### src/rtl/snes_mem_pkg.sv
// Shared types and helpers for the cartridge ROM/BSRAM responder.
package snes_mem_pkg;

  localparam int MEM_AW = 25;

  typedef enum logic [1:0] {
    IDLE,
    ISSUE,
    WAIT
  } state_t;

  typedef enum logic [1:0] {
    REQ_ROM,
    REQ_BSR,
    REQ_WR
  } req_t;

  // Byte reads from an odd address present the addressed byte in bits [7:0].
  function automatic logic [15:0] rom_fmt(input logic [15:0] line,
                                          input logic        word,
                                          input logic        a0);
    return (!word && a0) ? {line[7:0], line[15:8]} : line;
  endfunction

  function automatic logic [7:0] bsr_lane(input logic [15:0] w, input logic a0);
    return a0 ? w[15:8] : w[7:0];
  endfunction

endpackage

### src/rtl/resp_line.sv
// One tagged cache line: valid bit, tag compare, fill and write-through.
module resp_line #(
  parameter int TAG_W  = 23,
  parameter int DATA_W = 16
) (
  input  logic              i_clk,
  input  logic              i_rst,
  input  logic [TAG_W-1:0]  i_lookup_tag,
  output logic              o_hit,
  output logic [DATA_W-1:0] o_data,
  input  logic              i_load,
  input  logic [TAG_W-1:0]  i_load_tag,
  input  logic [DATA_W-1:0] i_load_data,
  input  logic              i_wr,
  input  logic [DATA_W-1:0] i_wr_data
);

  logic              r_valid;
  logic [TAG_W-1:0]  r_tag;
  logic [DATA_W-1:0] r_data;

  assign o_hit  = r_valid && (i_lookup_tag == r_tag);
  assign o_data = r_data;

  always_ff @(posedge i_clk) begin
    if (i_rst) begin
      r_valid <= 1'b0;
    end else if (i_load) begin
      r_valid <= 1'b1;
    end
  end

  // A fill replaces the line outright; write-through only touches a resident tag.
  always_ff @(posedge i_clk) begin
    if (i_load) begin
      r_tag  <= i_load_tag;
      r_data <= i_load_data;
    end else if (i_wr && o_hit) begin
      r_data <= i_wr_data;
    end
  end

endmodule

### src/rtl/rom_bsram_responder.sv
// Memory-side responder: serves mapper ROM/BSRAM strobes from a 16-bit req/ack backend.
module rom_bsram_responder
  import snes_mem_pkg::*;
#(
  parameter logic [MEM_AW-1:0] ROM_BASE   = 25'h0000000,
  parameter logic [MEM_AW-1:0] BSRAM_BASE = 25'h1F00000
) (
  input  logic        MCLK,
  input  logic        RESET,
  input  logic [23:0] ROM_ADDR,
  input  logic        ROM_CE_N,
  input  logic        ROM_OE_N,
  input  logic        ROM_WORD,
  output logic [15:0] ROM_Q,
  input  logic [19:0] BSRAM_ADDR,
  input  logic [7:0]  BSRAM_D,
  input  logic        BSRAM_CE_N,
  input  logic        BSRAM_OE_N,
  input  logic        BSRAM_WE_N,
  output logic [7:0]  BSRAM_Q,
  output logic        BUSY,
  output logic [24:0] MEM_ADDR,
  output logic        MEM_REQ,
  output logic        MEM_WE,
  output logic [1:0]  MEM_BE,
  output logic [15:0] MEM_WDATA,
  input  logic        MEM_ACK,
  input  logic [15:0] MEM_RDATA
);

  state_t      r_state;
  req_t        r_cur_type;
  logic [23:0] r_cur_addr;
  logic        r_cur_word;
  logic [7:0]  r_cur_wdata;

  logic        r_rom_pend, r_bsr_pend, r_wr_pend;
  logic        r_rom_renew, r_bsr_renew, r_wr_renew;
  logic [23:0] r_rom_addr;
  logic        r_rom_word;
  logic [19:0] r_bsr_addr;
  logic [19:0] r_wr_addr;
  logic [7:0]  r_wr_data;
  logic        r_we_n_d;

  logic [15:0] r_rom_q;
  logic [7:0]  r_bsr_q;
  logic        r_mem_req;
  logic        r_mem_we;
  logic [1:0]  r_mem_be;
  logic [24:0] r_mem_addr;
  logic [15:0] r_mem_wdata;

  logic        w_rom_rd, w_bsr_rd, w_wr_edge;
  logic        w_rom_hit, w_bsr_hit;
  logic [15:0] w_rom_line;
  logic [7:0]  w_bsr_line;
  logic        w_any_pend, w_selecting;
  req_t        w_sel;
  logic        w_ack;
  logic        w_rom_inflight, w_bsr_inflight, w_wr_inflight;
  logic        w_rom_dup, w_bsr_dup;
  logic        w_rom_miss, w_bsr_miss;
  logic        w_bsr_conflict;
  logic        w_rom_load, w_bsr_load;
  logic [7:0]  w_rbyte;

  assign w_rom_rd  = !ROM_CE_N && !ROM_OE_N;
  assign w_bsr_rd  = !BSRAM_CE_N && !BSRAM_OE_N && BSRAM_WE_N;
  assign w_wr_edge = r_we_n_d && !BSRAM_WE_N && !BSRAM_CE_N;

  assign w_any_pend  = r_rom_pend || r_bsr_pend || r_wr_pend;
  assign w_selecting = (r_state == IDLE) && w_any_pend;
  assign w_ack       = (r_state == WAIT) && MEM_ACK;

  always_comb begin
    w_sel = REQ_BSR;
    if (r_wr_pend)       w_sel = REQ_WR;
    else if (r_rom_pend) w_sel = REQ_ROM;
  end

  // "In flight" excludes the transaction retiring this edge so a new trigger then is a plain pend.
  assign w_rom_inflight = ((r_state != IDLE) && (r_cur_type == REQ_ROM) && !w_ack) ||
                          (w_selecting && (w_sel == REQ_ROM));
  assign w_bsr_inflight = ((r_state != IDLE) && (r_cur_type == REQ_BSR) && !w_ack) ||
                          (w_selecting && (w_sel == REQ_BSR));
  assign w_wr_inflight  = ((r_state != IDLE) && (r_cur_type == REQ_WR) && !w_ack) ||
                          (w_selecting && (w_sel == REQ_WR));

  assign w_rom_dup = ((r_state != IDLE) && (r_cur_type == REQ_ROM) &&
                      (r_cur_addr[23:1] == ROM_ADDR[23:1])) ||
                     (r_rom_pend && (r_rom_addr[23:1] == ROM_ADDR[23:1]));
  assign w_bsr_dup = ((r_state != IDLE) && (r_cur_type == REQ_BSR) &&
                      (r_cur_addr[19:0] == BSRAM_ADDR)) ||
                     (r_bsr_pend && (r_bsr_addr == BSRAM_ADDR));

  assign w_rom_miss = w_rom_rd && !w_rom_hit && !w_rom_dup;
  assign w_bsr_miss = w_bsr_rd && !w_bsr_hit && !w_bsr_dup;

  // A queued or simultaneous write to the same byte makes the returning read stale.
  assign w_bsr_conflict = (r_wr_pend && (r_wr_addr == r_cur_addr[19:0])) ||
                          (w_wr_edge && (BSRAM_ADDR == r_cur_addr[19:0]));

  assign w_rom_load = w_ack && (r_cur_type == REQ_ROM);
  assign w_bsr_load = w_ack && (r_cur_type == REQ_BSR) && !w_bsr_conflict;
  assign w_rbyte    = bsr_lane(MEM_RDATA, r_cur_addr[0]);

  resp_line #(.TAG_W(23), .DATA_W(16)) u_rom_line (
    .i_clk        (MCLK),
    .i_rst        (RESET),
    .i_lookup_tag (ROM_ADDR[23:1]),
    .o_hit        (w_rom_hit),
    .o_data       (w_rom_line),
    .i_load       (w_rom_load),
    .i_load_tag   (r_cur_addr[23:1]),
    .i_load_data  (MEM_RDATA),
    .i_wr         (1'b0),
    .i_wr_data    (16'h0000)
  );

  resp_line #(.TAG_W(20), .DATA_W(8)) u_bsr_line (
    .i_clk        (MCLK),
    .i_rst        (RESET),
    .i_lookup_tag (BSRAM_ADDR),
    .o_hit        (w_bsr_hit),
    .o_data       (w_bsr_line),
    .i_load       (w_bsr_load),
    .i_load_tag   (r_cur_addr[19:0]),
    .i_load_data  (w_rbyte),
    .i_wr         (w_wr_edge),
    .i_wr_data    (BSRAM_D)
  );

  // Request latches and in-flight snapshot (data path, not reset)
  always_ff @(posedge MCLK) begin
    if (w_rom_miss) begin
      r_rom_addr <= ROM_ADDR;
      r_rom_word <= ROM_WORD;
    end
    if (w_bsr_miss) r_bsr_addr <= BSRAM_ADDR;
    if (w_wr_edge) begin
      r_wr_addr <= BSRAM_ADDR;
      r_wr_data <= BSRAM_D;
    end
    if (w_selecting) begin
      case (w_sel)
        REQ_WR: begin
          r_cur_addr  <= {4'h0, r_wr_addr};
          r_cur_wdata <= r_wr_data;
        end
        REQ_ROM: begin
          r_cur_addr <= r_rom_addr;
          r_cur_word <= r_rom_word;
        end
        default: r_cur_addr <= {4'h0, r_bsr_addr};
      endcase
    end
  end

  // Control: pend flags, FSM, backend outputs, read-data outputs
  always_ff @(posedge MCLK) begin
    if (RESET) begin
      r_state     <= IDLE;
      r_cur_type  <= REQ_ROM;
      r_rom_pend  <= 1'b0;
      r_bsr_pend  <= 1'b0;
      r_wr_pend   <= 1'b0;
      r_rom_renew <= 1'b0;
      r_bsr_renew <= 1'b0;
      r_wr_renew  <= 1'b0;
      r_we_n_d    <= 1'b1;
      r_rom_q     <= 16'h0000;
      r_bsr_q     <= 8'h00;
      r_mem_req   <= 1'b0;
      r_mem_we    <= 1'b0;
      r_mem_be    <= 2'b00;
      r_mem_addr  <= '0;
      r_mem_wdata <= 16'h0000;
    end else begin
      r_we_n_d <= BSRAM_WE_N;

      case (r_state)
        IDLE: begin
          if (w_any_pend) begin
            r_cur_type <= w_sel;
            r_state    <= ISSUE;
          end
        end
        ISSUE: begin
          r_mem_req <= 1'b1;
          r_state   <= WAIT;
          if (r_cur_type == REQ_ROM) begin
            r_mem_addr <= ROM_BASE + {1'b0, r_cur_addr[23:1], 1'b0};
            r_mem_be   <= 2'b11;
            r_mem_we   <= 1'b0;
          end else begin
            r_mem_addr <= BSRAM_BASE + {5'b0, r_cur_addr[19:0]};
            r_mem_be   <= r_cur_addr[0] ? 2'b10 : 2'b01;
            r_mem_we   <= (r_cur_type == REQ_WR);
            if (r_cur_type == REQ_WR) r_mem_wdata <= {r_cur_wdata, r_cur_wdata};
          end
        end
        default: begin
          if (MEM_ACK) begin
            r_mem_req <= 1'b0;
            r_state   <= IDLE;
            case (r_cur_type)
              REQ_ROM: begin
                r_rom_pend  <= r_rom_renew;
                r_rom_renew <= 1'b0;
              end
              REQ_BSR: begin
                r_bsr_pend  <= r_bsr_renew;
                r_bsr_renew <= 1'b0;
              end
              default: begin
                r_wr_pend  <= r_wr_renew;
                r_wr_renew <= 1'b0;
              end
            endcase
          end
        end
      endcase

      // New triggers take precedence over the retire-clear above.
      if (w_rom_miss) begin
        r_rom_pend <= 1'b1;
        if (w_rom_inflight) r_rom_renew <= 1'b1;
      end
      if (w_bsr_miss) begin
        r_bsr_pend <= 1'b1;
        if (w_bsr_inflight) r_bsr_renew <= 1'b1;
      end
      if (w_wr_edge) begin
        r_wr_pend <= 1'b1;
        if (w_wr_inflight) r_wr_renew <= 1'b1;
      end

      if (w_rom_load) r_rom_q <= rom_fmt(MEM_RDATA, r_cur_word, r_cur_addr[0]);
      if (w_rom_rd && w_rom_hit) r_rom_q <= rom_fmt(w_rom_line, ROM_WORD, ROM_ADDR[0]);

      if (w_bsr_load) r_bsr_q <= w_rbyte;
      if (w_bsr_rd && w_bsr_hit) r_bsr_q <= w_bsr_line;
      if (w_wr_edge && w_bsr_hit) r_bsr_q <= BSRAM_D;
    end
  end

  assign BUSY      = w_any_pend || (r_state != IDLE);
  assign ROM_Q     = r_rom_q;
  assign BSRAM_Q   = r_bsr_q;
  assign MEM_REQ   = r_mem_req;
  assign MEM_WE    = r_mem_we;
  assign MEM_BE    = r_mem_be;
  assign MEM_ADDR  = r_mem_addr;
  assign MEM_WDATA = r_mem_wdata;

endmodule

### config.mk
export PLATFORM = sky130hd
export DESIGN_NAME = rom_bsram_responder
export DESIGN_NICKNAME = d
export VERILOG_FILES = /design/src/rtl/snes_mem_pkg.sv /design/src/rtl/resp_line.sv /design/src/rtl/rom_bsram_responder.sv
export SDC_FILE = /design/constraint.sdc
export NUM_CORES = 1
export LEC_CHECK = 0
export CORE_MARGIN = 2
export CORE_UTILIZATION = 50
export DETAILED_ROUTE_END_ITERATION = 10
export PLACE_DENSITY_LB_ADDON = 0.08
export SLEW_MARGIN = 20
export SYNTH_ARGS = -nofsm -noshare
export SYNTH_HDL_FRONTEND = slang
export SYNTH_HIERARCHICAL = 1
export SYNTH_SLANG_ARGS = --single-unit
### constraint.sdc
create_clock -name MCLK -period 4.3 [get_ports MCLK]
set_input_delay 0.86 -clock MCLK [delete_from_list [all_inputs] [get_ports MCLK]]
set_output_delay 0.86 -clock MCLK [all_outputs]
set_load 0.03 [all_outputs]
# Word-level counts from Yosys, hierarchy flattened
# Index checks and enable logic that the tools add are counted.
[word_totals] regBits=255 latch_bits=0 mem_bits_rw=0 rom_bits=0 inputBits=77 out_inout_bits=70 elab_cells=184 memories=0
[classes] add_sub_neg=1 mul=0 n_div=0 n_lt_le_gt_ge=0 eq_ne=19 shift=0 mux=49 n_bitwise=2 reduce_logical=83
[ops] op="equality test 20 bit" n=5
[ops] op="equality test 23 bit" n=3
[ops] op="two-way mux 16 bit" n=4
[ops] op="two-way mux 8 bit" n=6
[ops] op="one-hot mux 24 bit (2 select lines)" n=1
[ops] op="logical AND 1 bit" n=36
[ops] op="two-way mux 1 bit" n=30
[ops] op="two-way mux 25 bit" n=1
[ops] op="adder 21 x 21 -> 22 bit (first input constant)" n=1
[ops] op="nonzero test 2 bit" n=9
[ops] op="zero test 1 bit" n=13
[ops] op="AND reduction 3 bit" n=4
[ops] op="two-way mux 2 bit" n=5
[ops] op="AND reduction 2 bit" n=5
[ops] op="logical OR 1 bit" n=9
[ops] op="inequality test 2 x 1 -> 1 bit (second input constant)" n=4
[ops] op="equality test 2 x 1 -> 1 bit (second input constant)" n=3
[ops] op="equality test 2 bit (second input constant)" n=3
[ops] op="zero test 2 bit" n=3
[ops] op="nonzero test 3 bit" n=2
[ops] op="one-hot mux 2 bit (2 select lines)" n=1
[ops] op="OR reduction 2 bit" n=2
[ops] op="inequality test 2 bit (second input constant)" n=1
[ops] op="inverter 1 bit" n=2
[ops] op="one-hot mux 1 bit (2 select lines)" n=1

# Longest topological paths before layout
[logic_depth] ltp_word=10 mapped_depth=11 ltp_nobuf=9

# Cells and area by module
# The synthesis kept the hierarchy.
[modules_own_cells] mod="rom_bsram_responder" instances=1 cells_per_inst=782 area_each_um2=8341.8 seq_area_each_um2=4624.4
[modules_own_cells] mod="resp_line at u_rom_line" instances=1 cells_per_inst=94 area_each_um2=1655.3 seq_area_each_um2=1191.1
[modules_own_cells] mod="resp_line at u_bsr_line" instances=1 cells_per_inst=72 area_each_um2=1214.9 seq_area_each_um2=860.8

# Worst setup path after synthesis
# No wires, ideal clock.
[synth_timing] path_kind="input -> register" startpoint="in BSRAM_CE_N" endpoint="reg u_bsr_line.r_data[0], in the netlist u_bsr_line/o_data[0] (data pin)" setup_ns=0.260 arrival_time_ns=3.592 t_required_ns=4.040 slack_ns=0.448 stages=5 path_buffers=1 path_cell_list="nor3b_2 -> nand3_1 -> and2b_1 -> clkbuf_1 -> mux2_2"
[synth_between] elab_chain_len=7
[synth_lines] item="start, declared" line_no="rom_bsram_responder.sv:17" rtl="input logic BSRAM_CE_N,"
[synth_lines] item="zero test 1 bit" line_no="rom_bsram_responder.sv:70" rtl="assign w_wr_edge = r_we_n_d && !BSRAM_WE_N && !BSRAM_CE_N;"
[synth_lines] item="logical AND 1 bit" line_no="rom_bsram_responder.sv:70"
[synth_lines] item="logical AND 1 bit" line_no="rom_bsram_responder.sv:102" rtl="(w_wr_edge && (BSRAM_ADDR == r_cur_addr[19:0]));"
[synth_lines] item="logical OR 1 bit" line_no="rom_bsram_responder.sv:101" rtl="assign w_bsr_conflict = (r_wr_pend && (r_wr_addr == r_cur_addr[19:0])) ||"
[synth_lines] item="zero test 1 bit" line_no="rom_bsram_responder.sv:105" rtl="assign w_bsr_load = w_ack && (r_cur_type == REQ_BSR) && !w_bsr_conflict;"
[synth_lines] item="logical AND 1 bit" line_no="rom_bsram_responder.sv:105"
[synth_lines] item="net w_bsr_load" line_no="rom_bsram_responder.sv:65" rtl="logic w_rom_load, w_bsr_load;"
[synth_lines] item="two-way mux 8 bit" line_no="resp_line.sv:35" rtl="if (i_load) begin"
[synth_lines] item="end signal, assigned" line_no="resp_line.sv:37" rtl="r_data <= i_load_data;"
[synth_lines] item="end signal, assigned" line_no="resp_line.sv:39" rtl="r_data <= i_wr_data;"
[synth_lines] item="end, declared" line_no="resp_line.sv:20" rtl="logic [DATA_W-1:0] r_data;"
# The timed path passes the listed nets, and every way through them passes these cells.
# A chain may end at the register's enable or synchronous reset.

# Worst setup path after layout
[layout_timing] startpoint="in ROM_ADDR[19]" endpoint="reg r_rom_q[15], in the netlist ROM_Q[15]"
[layout_between] elab_chain_len=4 word_cells_on_any_way=5 classes_between="eq/ne: 1; mux: 1; reduce/logical: 3"
[layout_lines] item="start, declared" line_no="rom_bsram_responder.sv:10" rtl="input logic [23:0] ROM_ADDR,"
[layout_lines] item="equality test 23 bit *" line_no="resp_line.sv:22" rtl="assign o_hit = r_valid && (i_lookup_tag == r_tag);"
[layout_lines] item="logical AND 1 bit *" line_no="resp_line.sv:22"
[layout_lines] item="net w_rom_hit" line_no="rom_bsram_responder.sv:55" rtl="logic w_rom_hit, w_bsr_hit;"
[layout_lines] item="logical AND 1 bit *" line_no="rom_bsram_responder.sv:240" rtl="if (w_rom_rd && w_rom_hit) r_rom_q <= rom_fmt(w_rom_line, ROM_WORD, ROM_ADDR[0]);"
[layout_lines] item="two-way mux 16 bit / nonzero test 2 bit (equally long branches)"
[layout_lines] item="end signal, assigned" line_no="rom_bsram_responder.sv:239" rtl="if (w_rom_load) r_rom_q <= rom_fmt(MEM_RDATA, r_cur_word, r_cur_addr[0]);"
[layout_lines] item="end signal, assigned" line_no="rom_bsram_responder.sv:240"
[layout_lines] item="end, declared" line_no="rom_bsram_responder.sv:46" rtl="logic [15:0] r_rom_q;"
# Mark *: on every way through the listed nets, which the timed path passes. The rest lies on a longest branch.

==> metrics.md <==
| Metric | Value |
|---|---|
| Fmax | 0.321 GHz |
| Min Clock Period, post-route | between 3 and 4 ns |
| Synth area leader | edfxtp_1 |
| Pins Over Slew Limit | 0 |
| Pre-antenna DRT Iters | 5 |
| Worst setup endpoint | ROM_Q[15] |
| Crit. End Element | flop |
| Clock Skew | approximately 0.011 ns |
| Total grt overflow | 0 |
| GRT Total Usage | 0.235 |
| Yosys cell types | between 40 and 50 |
| Final Wtd Congestion | roughly 0.9 |
| Starting density of the core | 0.512 |
| Leak Pwr | 0.00459 uW |
| TritonCTS clock tree | done |
| Post-Syn Area | approximately 11000 sq um |
| Synth top cells by count | edfxtp_1 (173), nand2_1 (158), xnor2_1 (92) |
| IO buf count | about 150 |
| Antenna violations before repair | 0 |
| IO Pins | between 100 and 150 |
| Design area | between 10000 and 15000 sq um |
| Hpwl dp | slightly above 20 mm |
| Antenna cells | 0 |
| Final Hold Viols | 0 |
| DR DRC count | 0 |
| Crit path cell chain | clkdlybuf4s50_1, xnor2_1, nand4_1, or4_1, nor2_1, nor3b_2, buf_4, a211oi_1, a311oi_1 |
| Critical path depth | 9 |
| Tot Pwr | 5880 uW |
| Unrepaired setup endpoints after global routing | false |
| Setup TNS | 0 ns |
| CTS buffer count | 27 |
| Cell family with most CP delay | simple AND/OR/NAND/NOR gates |
| Power per Cell Area | 424 nW/um^2 |
| Dpl cells | 1354 |
| Cell with the most instances after synthesis | edfxtp_1 |
| Crit path buffers/inverters | 2 |
| Post-CTS Resized | 0 |
| CTS H-tree depth | 1 |
| Clock-pin slew on the worst setup and hold paths | ~0.06 ns |
| Placeable core area | ~22000 sq um |
| Chip Height | between 150 and 200 um |
| R2R cell count | 8 |
| Hold Crit Class | reg -> reg |
| Mean Syn Cell Area | 11.8 sq um |
| EDFF count, synth | between 150 and 200 |
| Root Driver | clkbuf_16 |
| FP Rows | between 50 and 60 |
| Nets | ~1200 |
| Post-CTS Hold Fix Bufs | 0 |
| Synth async-reset ratio | 0 |
| DR iter-0 viols | 600 |
| Status | complete, no violations |
| Worst flop-to-flop path endpoint | u_bsr_line/r_valid |
| Maximum vdd drop | ~310 uV |
| Worst-case clock buffer depth | 3 |
| Area after DPL | around 13000 sq um |
| CP required | 4.72 ns |
| Seq/Total Area, Yosys | 0.595 |
| Post-DR vias/cell | 5.51 |
| Layout cell share with drive strength beyond 1 | 0.0953 |
| Slew Limit Headroom | 0.373 |
| Slowest-stage cell, CP | clkdlybuf4s50_1 |
| Final wirelength | 28.2 mm |
| R2R Path Start | r_cur_addr[0] |
| Via count | 7729 |
| Largest net degree at the start of global routing | 55 |
| Final core utilization | 0.634 |
| WP data arrival | ~3.5 ns |
| TritonCTS Sinks | roughly 250 |
| Post-route antenna net violation count | 0 |
| Synth top area share | 0.463 |
| First-pass GRT wire length | between 40 and 50 mm |
| CP startpoint kind | primary input |
| Die width | roughly 150 um |
| Final-report setup violation count | 0 |
| WS Path Type | in -> reg |
| # Max-Cap Violations | 0 |
| Max incr delay on CP | 0.66 ns |
| Cells after Synth | between 900 and 1000 |
| Setup bufs post-CTS | 0 |
| Hold Crit Depth | 0 |
| Dominant synthesized flop cell | edfxtp_1 |
| Ys Warns | 6 |
| Post-route insts no fill | between 1000 and 1500 |
| WL/cell | approximately 20 um |
| Die Area | roughly 24000 sq um |
| Synth-to-Final Area Change | 23.7% |
| Tcrit/Tclk final | 0.723 |
| Top cells by area, synth | edfxtp_1 (46%), dfxtp_1 (13%), xnor2_1 (7.2%) |
| Worst skew pair latency | 0.52 ns |
| Vias in the first global route | 7407 |
| Origin of the worst setup path | ROM_ADDR[19] |
| Worst slew pin tran | 0.931 ns |
| #FFs+latches synth | around 250 |
| Worst Path Max Fanout | 32 |
| R2r setup slk | 1.20 ns |
cell type report:
cell class,instances,area [sq um]
repair buffers,165,1600
clock buffers,37,783
multi-input cells,654,4320
well taps,280,350
flip-flops and latches,247,6680
clock inverters,12,108
inverters,8,30.0
fillers,1809,8020
worst register-to-register path: stages, from the launching register on:
cell      delay [ns]
edfxtp_1        0.87
xor2_1          0.19
nor4_2          0.37
nand4_1         0.21
o31ai_2         0.46
and2b_1         0.39
buf_4           0.30
nor2_1          0.12
nor2_1          0.04
state kept, by name, summed over array words and instances (netlist names), 2 cells and up:
signal / cells
BSRAM_Q: 8
MEM_ADDR: 25
MEM_BE: 2
MEM_WDATA: 8
ROM_Q: 16
r_bsr_addr: 20
r_cur_addr: 24
r_cur_type: 2
r_cur_wdata: 8
r_rom_addr: 24
r_state: 2
r_wr_addr: 20
r_wr_data: 8
u_bsr_line/o_data: 8
u_bsr_line/r_tag: 20
u_rom_line/o_data: 16
u_rom_line/r_tag: 23
per-layer routing:
layer  vias up  track usage  share of wire
met4         0       0.0559          0.017
met1      3734        0.351           0.46
met2       297        0.366           0.45
met5         -            0              0
met3        33       0.0341          0.076
li1       3665            -              -
through the flow:
| stage | worst slack, ns | hold slack, ns |
|---|---|---|
| after detailed placement | 0.665 | 0.407 |
| after CTS | 1.16 | 0.421 |
| final | 1.19 | 0.420 |
| after global routing | 0.990 | 0.423 |
| after floorplan | 0.448 | 0.400 |
| after global placement | 0.729 | 0.403 |
power breakdown:
part	switching [uW]	leakage (uW)	total, uW	internal (uW)
sequential	144	0.00220	2840	2700
combinational	403	0.00195	718	315
clock	931	0.000441	2320	1380
how the worst min path moves through the flow:
stage                             from        endpoint  slack (ns)
after floorplan           r_wr_data[0]  r_cur_wdata[0]        0.40
after global placement    r_wr_data[5]  r_cur_wdata[5]        0.40
after detailed placement  r_wr_data[0]  r_cur_wdata[0]        0.41
after CTS                 r_wr_data[5]  r_cur_wdata[5]        0.42
after global routing      r_wr_data[7]  r_cur_wdata[7]        0.42
final                     r_wr_data[3]  r_cur_wdata[3]        0.42
cell families (layout without fill, tap and decap cells):
family                    count (synthesis)  after routing  share of synthesized area
xor gates and xnor gates                148            148                      0.116
and+or+nand+nor                         289            289                      0.122
DFF                                     247            247                      0.595
buffers and inverters                    63            222                     0.0264
muxes                                    71             71                     0.0671
AOI/OAI and AO/OA                       129            129                     0.0731
other                                     1             17                   0.000334
placed cells by master, fill, tap and decap left out, drive strengths merged, types with 6 or more instances in the layout:
cell and count:
a211oi 18, a21oi 51, a311oi 16, and2 6, buf 20, clkbuf 37
clkdlybuf4s50 145, clkinv 9, conb 17, dfxtp 74, edfxtp 173, inv 9
mux2 33, mux2i 38, nand2 158, nand2b 24, nand3 6, nand4 26
nor2 28, nor4 16, o21ai 28, xnor2 92, xor2 56
Power figures use the tool's default switching activity.
